<file path="src/rtl/sad_window_scanner_pkg.sv">
// rtl/sad_window_scanner_pkg.sv - shared opcodes, scan states and default widths for the SAD window scanner
// Contents:
//   COORD_W_DEF      default coordinate counter width
//   SAD_OP_*         ALUOp encodings recognised when SADOp is asserted
//   sad_state_t      scan FSM states (IDLE, SCAN, DONE)
package sad_pkg;

    localparam int COORD_W_DEF = 16;

    localparam logic [5:0] SAD_OP_FRAME_W = 6'b111100;
    localparam logic [5:0] SAD_OP_FRAME_H = 6'b111101;
    localparam logic [5:0] SAD_OP_WINDOW  = 6'b111110;
    localparam logic [5:0] SAD_OP_STRIDE  = 6'b111111;

    typedef enum logic [1:0] {
        IDLE = 2'd0,
        SCAN = 2'd1,
        DONE = 2'd2
    } sad_state_t;

endpackage

</file>
<file path="src/rtl/sad_window_scanner_if.sv">
// rtl/sad_window_scanner_if.sv - config, position stream and status bundle of the SAD window scanner
// Signals:
//   SADOp/ALUOp/Width/Height   config write from the ALU decode
//   Start                      single-cycle scan request
//   PosValid/PosReady          position stream handshake
//   PosX/PosY/PosAddr          window origin and its linear address
//   FrameWidth..MemHeight      current geometry registers
//   Busy/Done/CfgErr           scan status and rejection pulse
// Modports: master drives config and PosReady; slave is the scanner.
interface sad_window_scanner_if #(
    parameter int DATA_W  = 32,
    parameter int COORD_W = sad_pkg::COORD_W_DEF,
    parameter int ADDR_W  = 32
);
    logic               SADOp;
    logic [5:0]         ALUOp;
    logic [DATA_W-1:0]  Width;
    logic [DATA_W-1:0]  Height;
    logic               Start;
    logic               PosReady;
    logic               PosValid;
    logic [COORD_W-1:0] PosX;
    logic [COORD_W-1:0] PosY;
    logic [ADDR_W-1:0]  PosAddr;
    logic [COORD_W-1:0] FrameWidth;
    logic [COORD_W-1:0] FrameHeight;
    logic [COORD_W-1:0] MemWidth;
    logic [COORD_W-1:0] MemHeight;
    logic               Busy;
    logic               Done;
    logic               CfgErr;

    modport master (
        output SADOp, ALUOp, Width, Height, Start, PosReady,
        input  PosValid, PosX, PosY, PosAddr,
        input  FrameWidth, FrameHeight, MemWidth, MemHeight,
        input  Busy, Done, CfgErr
    );

    modport slave (
        input  SADOp, ALUOp, Width, Height, Start, PosReady,
        output PosValid, PosX, PosY, PosAddr,
        output FrameWidth, FrameHeight, MemWidth, MemHeight,
        output Busy, Done, CfgErr
    );
endinterface

</file>
<file path="src/rtl/sad_window_scanner_pos_counter.sv">
// rtl/sad_window_scanner_pos_counter.sv - 2-D window origin stepping counter with incremental row base
// Ports:
//   clk, rst_n          clock, asynchronous active-low reset
//   clear               return x/y/row base/address to 0 (wins over advance)
//   advance             step to the next origin
//   limit_x, limit_y    largest legal origin column/row
//   step                column/row increment
//   row_step            address increment for one row step (frame width * step)
//   x, y, addr          current origin and linear address
//   wrap_x, wrap_y      next column/row step would pass its limit
//   last                current origin is the final one
module sad_pos_counter #(
    parameter int COORD_W = 16,
    parameter int ADDR_W  = 32
) (
    input  logic               clk,
    input  logic               rst_n,
    input  logic               clear,
    input  logic               advance,
    input  logic [COORD_W-1:0] limit_x,
    input  logic [COORD_W-1:0] limit_y,
    input  logic [COORD_W-1:0] step,
    input  logic [ADDR_W-1:0]  row_step,
    output logic [COORD_W-1:0] x,
    output logic [COORD_W-1:0] y,
    output logic [ADDR_W-1:0]  addr,
    output logic               wrap_x,
    output logic               wrap_y,
    output logic               last
);
    logic [COORD_W:0]  x_next;
    logic [COORD_W:0]  y_next;
    logic [ADDR_W-1:0] row_base;
    logic [ADDR_W-1:0] row_base_next;

    // One extra bit so x+step cannot wrap around and look in range.
    assign x_next        = {1'b0, x} + {1'b0, step};
    assign y_next        = {1'b0, y} + {1'b0, step};
    assign wrap_x        = x_next > {1'b0, limit_x};
    assign wrap_y        = y_next > {1'b0, limit_y};
    assign last          = wrap_x && wrap_y;
    assign row_base_next = row_base + row_step;

    always_ff @(posedge clk or negedge rst_n) begin
        if (!rst_n) begin
            x        <= '0;
            y        <= '0;
            row_base <= '0;
            addr     <= '0;
        end else if (clear) begin
            x        <= '0;
            y        <= '0;
            row_base <= '0;
            addr     <= '0;
        end else if (advance) begin
            if (!wrap_x) begin
                x    <= x_next[COORD_W-1:0];
                addr <= addr + ADDR_W'(step);
            end else if (!wrap_y) begin
                x        <= '0;
                y        <= y_next[COORD_W-1:0];
                row_base <= row_base_next;
                addr     <= row_base_next;
            end
        end
    end
endmodule

</file>
<file path="src/rtl/sad_window_scanner.sv">
// rtl/sad_window_scanner.sv - SAD geometry registers plus scan engine walking every window origin in the frame
// Ports:
//   Clk     clock, rising edge
//   Rst_n   asynchronous active-low reset; clears geometry and aborts any scan
//   bus     sad_window_scanner_if.slave: config writes, Start, position stream, status
// Optional feature: define SAD_STRIDE_EN to add a Stride register (opcode 111111) used as the
// column/row step; otherwise the step is fixed at 1 and opcode 111111 is ignored.
module sad_window_scanner
    import sad_pkg::*;
#(
    parameter int DATA_W  = 32,
    parameter int COORD_W = COORD_W_DEF,
    parameter int ADDR_W  = 32
) (
    input logic                 Clk,
    input logic                 Rst_n,
    sad_window_scanner_if.slave bus
);
    sad_state_t state_q, state_d;

    logic [COORD_W-1:0] frame_w, frame_h, mem_w, mem_h;
    logic [COORD_W-1:0] frame_w_n, frame_h_n, mem_w_n, mem_h_n;
    logic [COORD_W-1:0] width_lo, height_lo;
    logic [DATA_W-1:0]  width_hi, height_hi;
    logic               w_trunc, h_trunc;
    logic               idle, op_fw, op_fh, op_win, op_str, op_any;
    logic               wr_fw, wr_fh, wr_win;
    logic               cfg_bad, cfg_busy, geom_ok, start_ok, start_bad;
    logic               cfg_err_q;
    logic               pos_valid, busy, done;
    logic               handshake, cnt_clear, wrap_x, wrap_y, last;
    logic [COORD_W-1:0] step;
    logic [ADDR_W-1:0]  row_step;
    logic [COORD_W-1:0] pos_x, pos_y;
    logic [ADDR_W-1:0]  pos_addr;

    assign idle      = (state_q == IDLE);
    assign width_lo  = bus.Width[COORD_W-1:0];
    assign height_lo = bus.Height[COORD_W-1:0];
    assign width_hi  = bus.Width >> COORD_W;
    assign height_hi = bus.Height >> COORD_W;
    assign w_trunc   = (width_hi != '0);
    assign h_trunc   = (height_hi != '0);

    assign op_fw  = bus.SADOp && (bus.ALUOp == SAD_OP_FRAME_W);
    assign op_fh  = bus.SADOp && (bus.ALUOp == SAD_OP_FRAME_H);
    assign op_win = bus.SADOp && (bus.ALUOp == SAD_OP_WINDOW);
    assign op_any = op_fw || op_fh || op_win || op_str;

    assign wr_fw  = idle && op_fw && !w_trunc;
    assign wr_fh  = idle && op_fh && !h_trunc;
    assign wr_win = idle && op_win && !w_trunc && !h_trunc;

    // Post-write geometry: a Start in the same cycle as a config write validates these.
    assign frame_w_n = wr_fw  ? width_lo  : frame_w;
    assign frame_h_n = wr_fh  ? height_lo : frame_h;
    assign mem_w_n   = wr_win ? width_lo  : mem_w;
    assign mem_h_n   = wr_win ? height_lo : mem_h;

`ifdef SAD_STRIDE_EN
    logic [COORD_W-1:0]   stride;
    logic [2*COORD_W-1:0] row_prod;

    assign op_str   = bus.SADOp && (bus.ALUOp == SAD_OP_STRIDE);
    assign step     = stride;
    // Geometry is frozen for the whole scan, so this product is a per-scan constant.
    assign row_prod = frame_w * stride;
    assign row_step = ADDR_W'(row_prod);

    always_ff @(posedge Clk or negedge Rst_n) begin
        if (!Rst_n) begin
            stride <= COORD_W'(1);
        end else if (idle && op_str && !w_trunc && (width_lo != '0)) begin
            stride <= width_lo;
        end
    end

    assign cfg_bad = idle && ((op_fw && w_trunc) || (op_fh && h_trunc) ||
                              (op_win && (w_trunc || h_trunc)) ||
                              (op_str && (w_trunc || (width_lo == '0))));
`else
    assign op_str   = 1'b0;
    assign step     = COORD_W'(1);
    assign row_step = ADDR_W'(frame_w);

    assign cfg_bad = idle && ((op_fw && w_trunc) || (op_fh && h_trunc) ||
                              (op_win && (w_trunc || h_trunc)));
`endif

    assign cfg_busy  = !idle && op_any;
    assign geom_ok   = (frame_w_n != '0) && (frame_h_n != '0) &&
                       (mem_w_n != '0) && (mem_h_n != '0) &&
                       (mem_w_n <= frame_w_n) && (mem_h_n <= frame_h_n);
    assign start_ok  = idle && bus.Start && geom_ok;
    assign start_bad = idle && bus.Start && !geom_ok;

    always_ff @(posedge Clk or negedge Rst_n) begin
        if (!Rst_n) begin
            frame_w   <= '0;
            frame_h   <= '0;
            mem_w     <= '0;
            mem_h     <= '0;
            cfg_err_q <= 1'b0;
        end else begin
            frame_w   <= frame_w_n;
            frame_h   <= frame_h_n;
            mem_w     <= mem_w_n;
            mem_h     <= mem_h_n;
            cfg_err_q <= cfg_bad || cfg_busy || start_bad;
        end
    end

    always_ff @(posedge Clk or negedge Rst_n) begin
        if (!Rst_n) begin
            state_q <= IDLE;
        end else begin
            state_q <= state_d;
        end
    end

    always_comb begin
        state_d   = state_q;
        pos_valid = 1'b0;
        busy      = 1'b0;
        done      = 1'b0;
        case (state_q)
            IDLE: begin
                if (start_ok) begin
                    state_d = SCAN;
                end
            end
            SCAN: begin
                pos_valid = 1'b1;
                busy      = 1'b1;
                if (bus.PosReady && last) begin
                    state_d = DONE;
                end
            end
            DONE: begin
                done    = 1'b1;
                state_d = IDLE;
            end
            default: state_d = IDLE;
        endcase
    end

    assign handshake = pos_valid && bus.PosReady;
    // Counter is zeroed both when a scan starts and as the final position is taken,
    // so the position outputs read 0 outside a scan.
    assign cnt_clear = start_ok || (handshake && last);

    sad_pos_counter #(
        .COORD_W (COORD_W),
        .ADDR_W  (ADDR_W)
    ) u_pos_counter (
        .clk      (Clk),
        .rst_n    (Rst_n),
        .clear    (cnt_clear),
        .advance  (handshake),
        .limit_x  (frame_w - mem_w),
        .limit_y  (frame_h - mem_h),
        .step     (step),
        .row_step (row_step),
        .x        (pos_x),
        .y        (pos_y),
        .addr     (pos_addr),
        .wrap_x   (wrap_x),
        .wrap_y   (wrap_y),
        .last     (last)
    );

    assign bus.PosValid    = pos_valid;
    assign bus.PosX        = pos_x;
    assign bus.PosY        = pos_y;
    assign bus.PosAddr     = pos_addr;
    assign bus.FrameWidth  = frame_w;
    assign bus.FrameHeight = frame_h;
    assign bus.MemWidth    = mem_w;
    assign bus.MemHeight   = mem_h;
    assign bus.Busy        = busy;
    assign bus.Done        = done;
    assign bus.CfgErr      = cfg_err_q;
endmodule
</file>
<file path="src/flat_wrapper.sv">
// flat-port wrapper written by rule: the top's interface ports become plain ports
module sad_window_scanner_flat import sad_pkg::*;
#(
    parameter int DATA_W  = 32,
    parameter int COORD_W = COORD_W_DEF,
    parameter int ADDR_W  = 32
)
  (Clk, Rst_n, bus_SADOp, bus_ALUOp, bus_Width, bus_Height, bus_Start, bus_PosReady, bus_PosValid, bus_PosX, bus_PosY, bus_PosAddr, bus_FrameWidth, bus_FrameHeight, bus_MemWidth, bus_MemHeight, bus_Busy, bus_Done, bus_CfgErr);
  sad_window_scanner_if #(.DATA_W(DATA_W), .COORD_W(COORD_W), .ADDR_W(ADDR_W)) bus_i ();
  input logic Clk;
  input logic Rst_n;
  input wire logic [$bits(bus_i.SADOp)-1:0] bus_SADOp;
  input wire logic [$bits(bus_i.ALUOp)-1:0] bus_ALUOp;
  input wire logic [$bits(bus_i.Width)-1:0] bus_Width;
  input wire logic [$bits(bus_i.Height)-1:0] bus_Height;
  input wire logic [$bits(bus_i.Start)-1:0] bus_Start;
  input wire logic [$bits(bus_i.PosReady)-1:0] bus_PosReady;
  output wire logic [$bits(bus_i.PosValid)-1:0] bus_PosValid;
  output wire logic [$bits(bus_i.PosX)-1:0] bus_PosX;
  output wire logic [$bits(bus_i.PosY)-1:0] bus_PosY;
  output wire logic [$bits(bus_i.PosAddr)-1:0] bus_PosAddr;
  output wire logic [$bits(bus_i.FrameWidth)-1:0] bus_FrameWidth;
  output wire logic [$bits(bus_i.FrameHeight)-1:0] bus_FrameHeight;
  output wire logic [$bits(bus_i.MemWidth)-1:0] bus_MemWidth;
  output wire logic [$bits(bus_i.MemHeight)-1:0] bus_MemHeight;
  output wire logic [$bits(bus_i.Busy)-1:0] bus_Busy;
  output wire logic [$bits(bus_i.Done)-1:0] bus_Done;
  output wire logic [$bits(bus_i.CfgErr)-1:0] bus_CfgErr;
  assign bus_i.SADOp = bus_SADOp;
  assign bus_i.ALUOp = bus_ALUOp;
  assign bus_i.Width = bus_Width;
  assign bus_i.Height = bus_Height;
  assign bus_i.Start = bus_Start;
  assign bus_i.PosReady = bus_PosReady;
  assign bus_PosValid = bus_i.PosValid;
  assign bus_PosX = bus_i.PosX;
  assign bus_PosY = bus_i.PosY;
  assign bus_PosAddr = bus_i.PosAddr;
  assign bus_FrameWidth = bus_i.FrameWidth;
  assign bus_FrameHeight = bus_i.FrameHeight;
  assign bus_MemWidth = bus_i.MemWidth;
  assign bus_MemHeight = bus_i.MemHeight;
  assign bus_Busy = bus_i.Busy;
  assign bus_Done = bus_i.Done;
  assign bus_CfgErr = bus_i.CfgErr;
  sad_window_scanner #(.DATA_W(DATA_W), .COORD_W(COORD_W), .ADDR_W(ADDR_W)) u_core (.Clk(Clk), .Rst_n(Rst_n), .bus(bus_i));
endmodule
</file>
<file path="config.mk">
export PLATFORM = sky130hd
export DESIGN_NAME = sad_window_scanner_flat
export DESIGN_NICKNAME = d
export VERILOG_FILES = /design/src/rtl/sad_window_scanner_pkg.sv /design/src/rtl/sad_window_scanner_if.sv /design/src/rtl/sad_window_scanner_pos_counter.sv /design/src/rtl/sad_window_scanner.sv /design/src/flat_wrapper.sv
export SDC_FILE = /design/constraint.sdc
export NUM_CORES = 1
export LEC_CHECK = 0
export ABC_AREA = 1
export BUFFER_PORTS_ARGS = -buffer_cell sky130_fd_sc_hd__buf_4
export CORE_MARGIN = 2
export CORE_UTILIZATION = 60
export CTS_CLUSTER_SIZE = 24
export DETAILED_ROUTE_END_ITERATION = 6
export HOLD_SLACK_MARGIN = 0.05
export PLACE_DENSITY = 0.85
export SYNTH_ARGS = -nofsm -noshare
export SYNTH_HDL_FRONTEND = slang
export SYNTH_SLANG_ARGS = --single-unit
</file>
<file path="constraint.sdc">
create_clock -name Clk -period 6.6 [get_ports Clk]
set_input_delay 0.99 -clock Clk [delete_from_list [all_inputs] [get_ports Clk]]
set_output_delay 0.99 -clock Clk [all_outputs]
set_load 0.05 [all_outputs]
</file>
==> results of run 1 <==
==> final timing paths <==
kind / start / endpoint / cells after the start
max in group asynchronous: Rst_n / u_core.u_pos_counter.row_base[7] / 2
min in group asynchronous: Rst_n / u_core.u_pos_counter.x[4] / 1
worst max-delay path: u_core.bus.FrameWidth[2] / u_core.u_pos_counter.y[6] / 24
worst max register to register: u_core.bus.FrameWidth[2] / u_core.u_pos_counter.y[6] / 24
worst min-delay path: u_core.u_pos_counter.row_base[10] / u_core.u_pos_counter.row_base[10] / 2
worst min register to register: u_core.u_pos_counter.row_base[10] / u_core.u_pos_counter.row_base[10] / 2
==> cell type report <==
class                      count  area share, %
clock buffer                  20          3.099
clock inverter                12         0.6481
tap                          275          2.285
multi-input combinational   1320          49.66
timing repair buffer         217          10.84
inverter                     256          6.381
sequential                   163          27.09
==> critical path, cell delays in order, from the launching register on <==
cell and delay [ns]:
dfrtp_1 0.48, ha_1 0.37, a21o_1 0.19, a31oi_1 0.28
o21ai_0 0.24, a21oi_1 0.18, o21ai_0 0.14, nand2_1 0.09
nand2_1 0.05, a21oi_1 0.20, o21ai_0 0.13, xor2_1 0.17
ha_1 0.31, nand4_1 0.13, nor3_1 0.24, nand3_1 0.14
nand3_1 0.16, nand2_4 0.14, inv_1 0.45, nand3_1 0.19
nand2_2 0.22, buf_4 0.45, nor2_1 0.11, nand2_1 0.07
nand2_1 0.06
==> routing by layer <==
layer / track usage (%) / vias to the layer above
met3: 4.636 / 79
met4: 11.98 / 0
met1: 44.64 / 5976
met2: 54.86 / 583
met5: 0 / -
li1: - / 6263
==> power by group through the flow <==
stage	Clock [W]	Sequential, W	Combinational [W]
5_1_grt	0.00102	0.00105	0.000348
3_3_place_gp	0	0.00106	0.000303
6_report	0.000975	0.00104	0.000314
2_1_floorplan	0	0.00110	0.000151
4_1_cts	0.000978	0.00104	0.000312
3_5_place_dp	0	0.00106	0.000310
==> layout by cell type (no fill, tap or decap), types with 5 or more instances in the layout <==
cell	synthesis	final
a211oi_1	8	8
a21oi_1	73	73
nand3_1	65	65
o21ai_0	110	110
xor2_1	69	69
buf_4	6	216
clkinvlp_4	0	5
nor4_1	5	5
o211ai_1	50	50
a31oi_1	6	6
ha_1	112	112
xnor2_1	30	30
nand4_1	58	58
o21ai_1	47	47
nand2_1	439	438
inv_1	249	249
clkbuf_16	0	17
nor3_1	34	34
inv_2	7	7
nor2_1	170	170
dfrtp_1	163	163
==> cells by family after synthesis <==
| logic type | after synthesis |
|---|---|
| DFF | 163 |
| xor gates and xnor gates | 99 |
| adders and majority gates | 115 |
| and+or+nand+nor | 791 |
| AOI/OAI and AO/OA | 315 |
| buffers and inverters | 313 |
==> per-stage QoR <==
stage	util [%]	instances
2_1_floorplan	-	1796
6_report	71.64	2263
3_3_place_gp	68.95	2231
3_5_place_dp	68.95	2231
5_1_grt	71.64	2263
4_1_cts	71.64	2263
==> sequential cells by signal (all words and copies together), names as in the netlist <==
register	count
u_core.bus.FrameWidth	16
u_core.state_q	2
u_core.u_pos_counter.x	16
u_core.bus.MemWidth	16
u_core.u_pos_counter.row_base	32
u_core.bus.MemHeight	16
u_core.bus.FrameHeight	16
u_core.u_pos_counter.y	16
u_core.bus.CfgErr	1
u_core.u_pos_counter.addr	32
==> results.md, run 1 <==
- Final setup TNS: 0 ns
- 1st-pass router iterations: 5
- Drc violations: 0
- Data arrival, critical path: 5.63 ns
- Root buffer cell: clkbuf_16
- Hpwl dp: 28,020 um
- Initial antenna violation count: 0
- Setup WS post-layout: 1.286 ns
- # fillers: 1,726
- Worst Tran Pin Value: 1.311 ns
- CP required: 6.92 ns
- P_leak: 7.689 nW
- Largest family of logic cells by synthesized area: simple AND/OR/NAND/NOR gates
- Yosys top cell by area: dfrtp_1
- Post-synth EDFFs: 0
- Mux cell area share after synthesis: 0%
- Yosys top cell area share: 31.80%
- Core Region: 21,020 um2
- Top Metal Used: met4
- Via-to-Cell Ratio: 5.701
- Drt wl/cell: 16.37 um
- Largest vdd supply drop: 0.1834 mV
- Post-Synth XOR/XNOR Area: 6.760%
- Post-Synth Simple-Gate Area: 26.06%
- Clock power frac: 41.8%
- Switching Share: 29.18%
- Clk_skew: 0.009023 ns
- Period utilization: 80.52%
- Worst-path clk slew: 0.07 ns
- Seq cells post-synth: 163
- Vias in the first global route: 12,170
- Hold_ws: 0.5424 ns
- Adder-Cell Fraction of Synth Area: 11.39%
- Worst-skew pair later-pin latency: 0.44 ns
- Max Fclk: 188.2 MHz
- Fin area: 15,060 um2
- Crit-path max FO: 39
- Relative slew slack: 12.30%
- CTS tree: yes
- DP Area: 14,500 um2
- Post-synthesis compound-gate area fraction: 13.98%
- Congestion Overflow GR: 0
- Pin count of the biggest net entering global routing: 95
- Worst-case clock buffer depth: 2
- Worst hold-check path type: flop to flop
- Wire length on met2: 17,270 um
- CP Class: flop to flop
- Register area: 4079 um2
- IO Count: 207
- Initial Util: 61.01%
- CTS-repair resized insts: 0
- Initial DRC count: 943
- Most frequent cell after synthesis: nand2_1
- Final Hold Fails: 0
- H-tree depth: 4
- CP Launch Type: flop
- CTS Buf Count: 17
- Area grow syn2layout: 17.41%
- Net Sw Power: 0.0006810 W
- Clk sink count: 163
- Overall Power: 0.002334 W
- Nature of the critical path endpoint: flop
- Die ar.: 22,560 um2
- Final wirelength: 37,060 um
- Mapped Cells: 1,796
- Nets: 2,165
- Synth cell types: 47
- Synth area leaders: dfrtp_1 (32%), nand2_1 (13%), ha_1 (11%)
- P per Cell Area: 155.0 nW/um2
- Detail Route met3 WL: 2697 um
- Synthesized Nets: 1,986
- First-pass GRT wire length: 59,970 um
- Worst slack, placed: 1.133 ns
- Area of the multi-input gates: 7478 um2
- DIE WIDTH: 150.2 um
- I/O Buffers: 206
- GP Congestion: 0.9346
- Hold buffers post-CTS: 0
- Max cap viols: 0
- Row count: 53
- Layout cells sized above 1: 13.73%
- Post-synth ARST share: 100.0%
- # diodes: 0
- # Post-CTS Setup Buffers: 0
- # setup viols final: 0
- Met1 WL: 16,140 um
- Synth cell count leaders: nand2_1 (439), inv_1 (249), nor2_1 (170)
- RSZ-0062 raised after global routing: no
- Predominant post-synthesis flop cell: dfrtp_1
- Seq pwr share: 44.8%
- Outcome: finished clean
- Max-slew violation count: 0
- FF-to-FF setup slack: 1.29 ns
- Register area share after synthesis: 31.80%
- Mapped cell area: 12,830 um2
- Die Y: 150.2 um
- Global Route Usage Sum: 33.21%
- Post-route ant nets: 0
- Ys Warns: 0
- Min Tclk post-route: 5.314 ns
- Syn avg cell area: 7.141 um2
- Via count: 12,900
- Logic pwr share: 13.5%
- Internal power: 0.001653 W
No activity file was read; power rests on OpenSTA's default activity.
==> run 2, diff against run 1 <==
--- a/config.mk
+++ b/config.mk
@@ -8,11 +8,11 @@
 export ABC_AREA = 1
 export BUFFER_PORTS_ARGS = -buffer_cell sky130_fd_sc_hd__buf_4
 export CORE_MARGIN = 2
-export CORE_UTILIZATION = 60
+export CORE_UTILIZATION = 58
 export CTS_CLUSTER_SIZE = 24
 export DETAILED_ROUTE_END_ITERATION = 6
 export HOLD_SLACK_MARGIN = 0.05
-export PLACE_DENSITY = 0.85
+export PLACE_DENSITY = 0.83
 export SYNTH_ARGS = -nofsm -noshare
 export SYNTH_HDL_FRONTEND = slang
 export SYNTH_SLANG_ARGS = --single-unit
==> constraint.sdc (replaced) <==
create_clock -name Clk -period 5.5 [get_ports Clk]
set_input_delay 0.825 -clock Clk [delete_from_list [all_inputs] [get_ports Clk]]
set_output_delay 0.825 -clock Clk [all_outputs]
set_load 0.05 [all_outputs]
==> results.md, run 2 (synthesis gave the netlist of run 1 again) <==
- Worst Tran Pin Value: 1.269 ns
- Relative slew slack: 15.06%
- Global Route Usage Sum: 30.93%
- I/O Buffers: 206
- Largest vdd supply drop: 0.1860 mV
- Vias in the first global route: 12,150
- FF-to-FF setup slack: 0.45 ns
- Area of the multi-input gates: 7478 um2
- Row count: 54
- Initial antenna violation count: 0
- Initial DRC count: 1,098
- Nets: 2,167
- Initial Util: 58.95%
- Period utilization: 91.87%
- Worst reg2reg endpoint: u_core.u_pos_counter.addr[26]
- Wire length on met2: 16,880 um
- P_leak: 7.713 nW
- Outcome: finished clean
- Register area: 4079 um2
- IO Count: 207
- Via-to-Cell Ratio: 5.630
- Worst-skew pair later-pin latency: 0.43 ns
- Clk_skew: 0.01287 ns
- Final setup TNS: 0 ns
- Cells on worst reg2reg path: 29
- Post-route ant nets: 0
- CP Launch Type: flop
- CP Class: flop to flop
- Layout cells sized above 1: 13.68%
- Hold_ws: 0.4252 ns
- Crit-path max FO: 20
- Max cap viols: 0
- # fillers: 1,835
- # setup viols final: 0
- Congestion Overflow GR: 0
- Core Region: 21,760 um2
- Die ar.: 23,320 um2
- Worst-case clock buffer depth: 2
- CP dominant cell by count: nand2_1
- # Post-CTS Setup Buffers: 0
- Top Registers: u_core.u_pos_counter.addr (32), u_core.u_pos_counter.row_base (32)
- Data arrival, critical path: 5.40 ns
- Utilization after layout: 69.43%
- FF-to-FF Start: u_core.bus.FrameWidth[0]
- Commonest cells after routing, fill and taps aside: nand2_1 (438), inv_1 (248), buf_4 (216), nor2_1 (170), dfrtp_1 (163)
- Pin count of the biggest net entering global routing: 78
- Min Tclk post-route: 5.053 ns
- Via count: 12,770
- Setup WS post-layout: 0.4470 ns
- CP max-delay cell: dfrtp_1
- H-tree depth: 4
- Final Hold Fails: 0
- P per Cell Area: 187.3 nW/um2
- Drc violations: 0
- Top Metal Used: met4
- Hpwl dp: 27,520 um
- Slowest stage delay, CP: 0.41 ns
- Worst hold-check path type: input pin to asynchronous set/reset pin
- Max-slew violation count: 0
- DIE WIDTH: 152.7 um
- Max Fclk: 197.9 MHz
- Worst slack, placed: 0.4527 ns
- Met1 WL: 15,790 um
- GP Congestion: 0.9850
- First-pass GRT wire length: 59,220 um
- Die Y: 152.7 um
- RSZ-0062 raised after global routing: no
- Worst-path clk slew: 0.07 ns
- Nature of the critical path endpoint: flop
- Drt wl/cell: 16.04 um
- Area grow syn2layout: 17.76%
- CP required: 5.84 ns
- Detail Route met3 WL: 2854 um
- Most common cell after layout, fill and taps aside: nand2_1
- Root buffer cell: clkbuf_16
- CTS tree: yes
- DP Area: 14,530 um2
- Clk sink count: 163
- Final wirelength: 36,380 um
- CTS Buf Count: 17
- Fin area: 15,100 um2
- 1st-pass router iterations: 6
- # diodes: 0
## run 2: changes by cell type in the layout (fill, tap and decap cells not counted), moves of 2 or more
cell	previous run	this run
bufinv_16	0	2
clkbuf_1	0	2
clkinv_2	1	3
clkinvlp_4	5	3
inv_6	4	0
## run 2: where the power goes
part / leakage, nW / internal (W) / switching (W)
logic: 5.62 / 0.000138 / 0.000240
registers: 1.81 / 0.00122 / 0.0000297
clock network: 0.275 / 0.000687 / 0.000511
## run 2: worst max path at each step
stage / start / end / slack (ns) / cells past startpoint
2_1_floorplan: u_core.bus.MemWidth[2] / u_core.state_q[0] / 1.14 / 24
3_3_place_gp: u_core.bus.FrameWidth[0] / u_core.u_pos_counter.y[9] / 0.50 / 31
3_5_place_dp: u_core.bus.FrameWidth[0] / u_core.u_pos_counter.row_base[24] / 0.45 / 31
4_1_cts: u_core.bus.FrameWidth[0] / u_core.u_pos_counter.y[13] / 0.43 / 31
5_1_grt: u_core.bus.FrameWidth[0] / u_core.u_pos_counter.addr[23] / 0.03 / 29
6_report: u_core.bus.FrameWidth[0] / u_core.u_pos_counter.addr[26] / 0.45 / 29
## run 2: area by class of cell
cell class | instances | share of cell area [%]
inverter | 256 | 6.387
clock inverter | 9 | 0.7124
timing repair buffer | 219 | 11.02
multi-input combinational | 1320 | 49.51
tap | 280 | 2.319
clock buffer | 21 | 3.048
sequential | 163 | 27.00
## run 2: metrics by stage
stage                     power [W]  std cells
after floorplan            0.001499       1796
after global placement     0.001640       2238
after CTS                  0.002831       2268
final                      0.002830       2268
after detailed placement   0.001648       2238
after global routing       0.002928       2268
## run 2: per-layer routing
layer,GRT usage [%],vias up
li1,-,6269
met1,41.45,5862
met2,50.91,572
met3,5.717,65
met4,9.965,0
met5,0,-
## run 2: repair_timing
action,4_1_cts,5_1_grt
endpoints found under the hold margin,0,0
gates resized for setup,0,3
setup endpoints to repair,0,50
hold buffers,0,0
## run 2: critical path, delay by kind of cell, from the launching register on
family / cells / cell delay, ns
and+or+nand+nor: 14 / 1.70
AOI/OAI and AO/OA: 7 / 1.07
adders and majority gates: 3 / 0.83
buffers and inverters: 4 / 0.73
DFF: 1 / 0.41
xor gates and xnor gates: 1 / 0.22
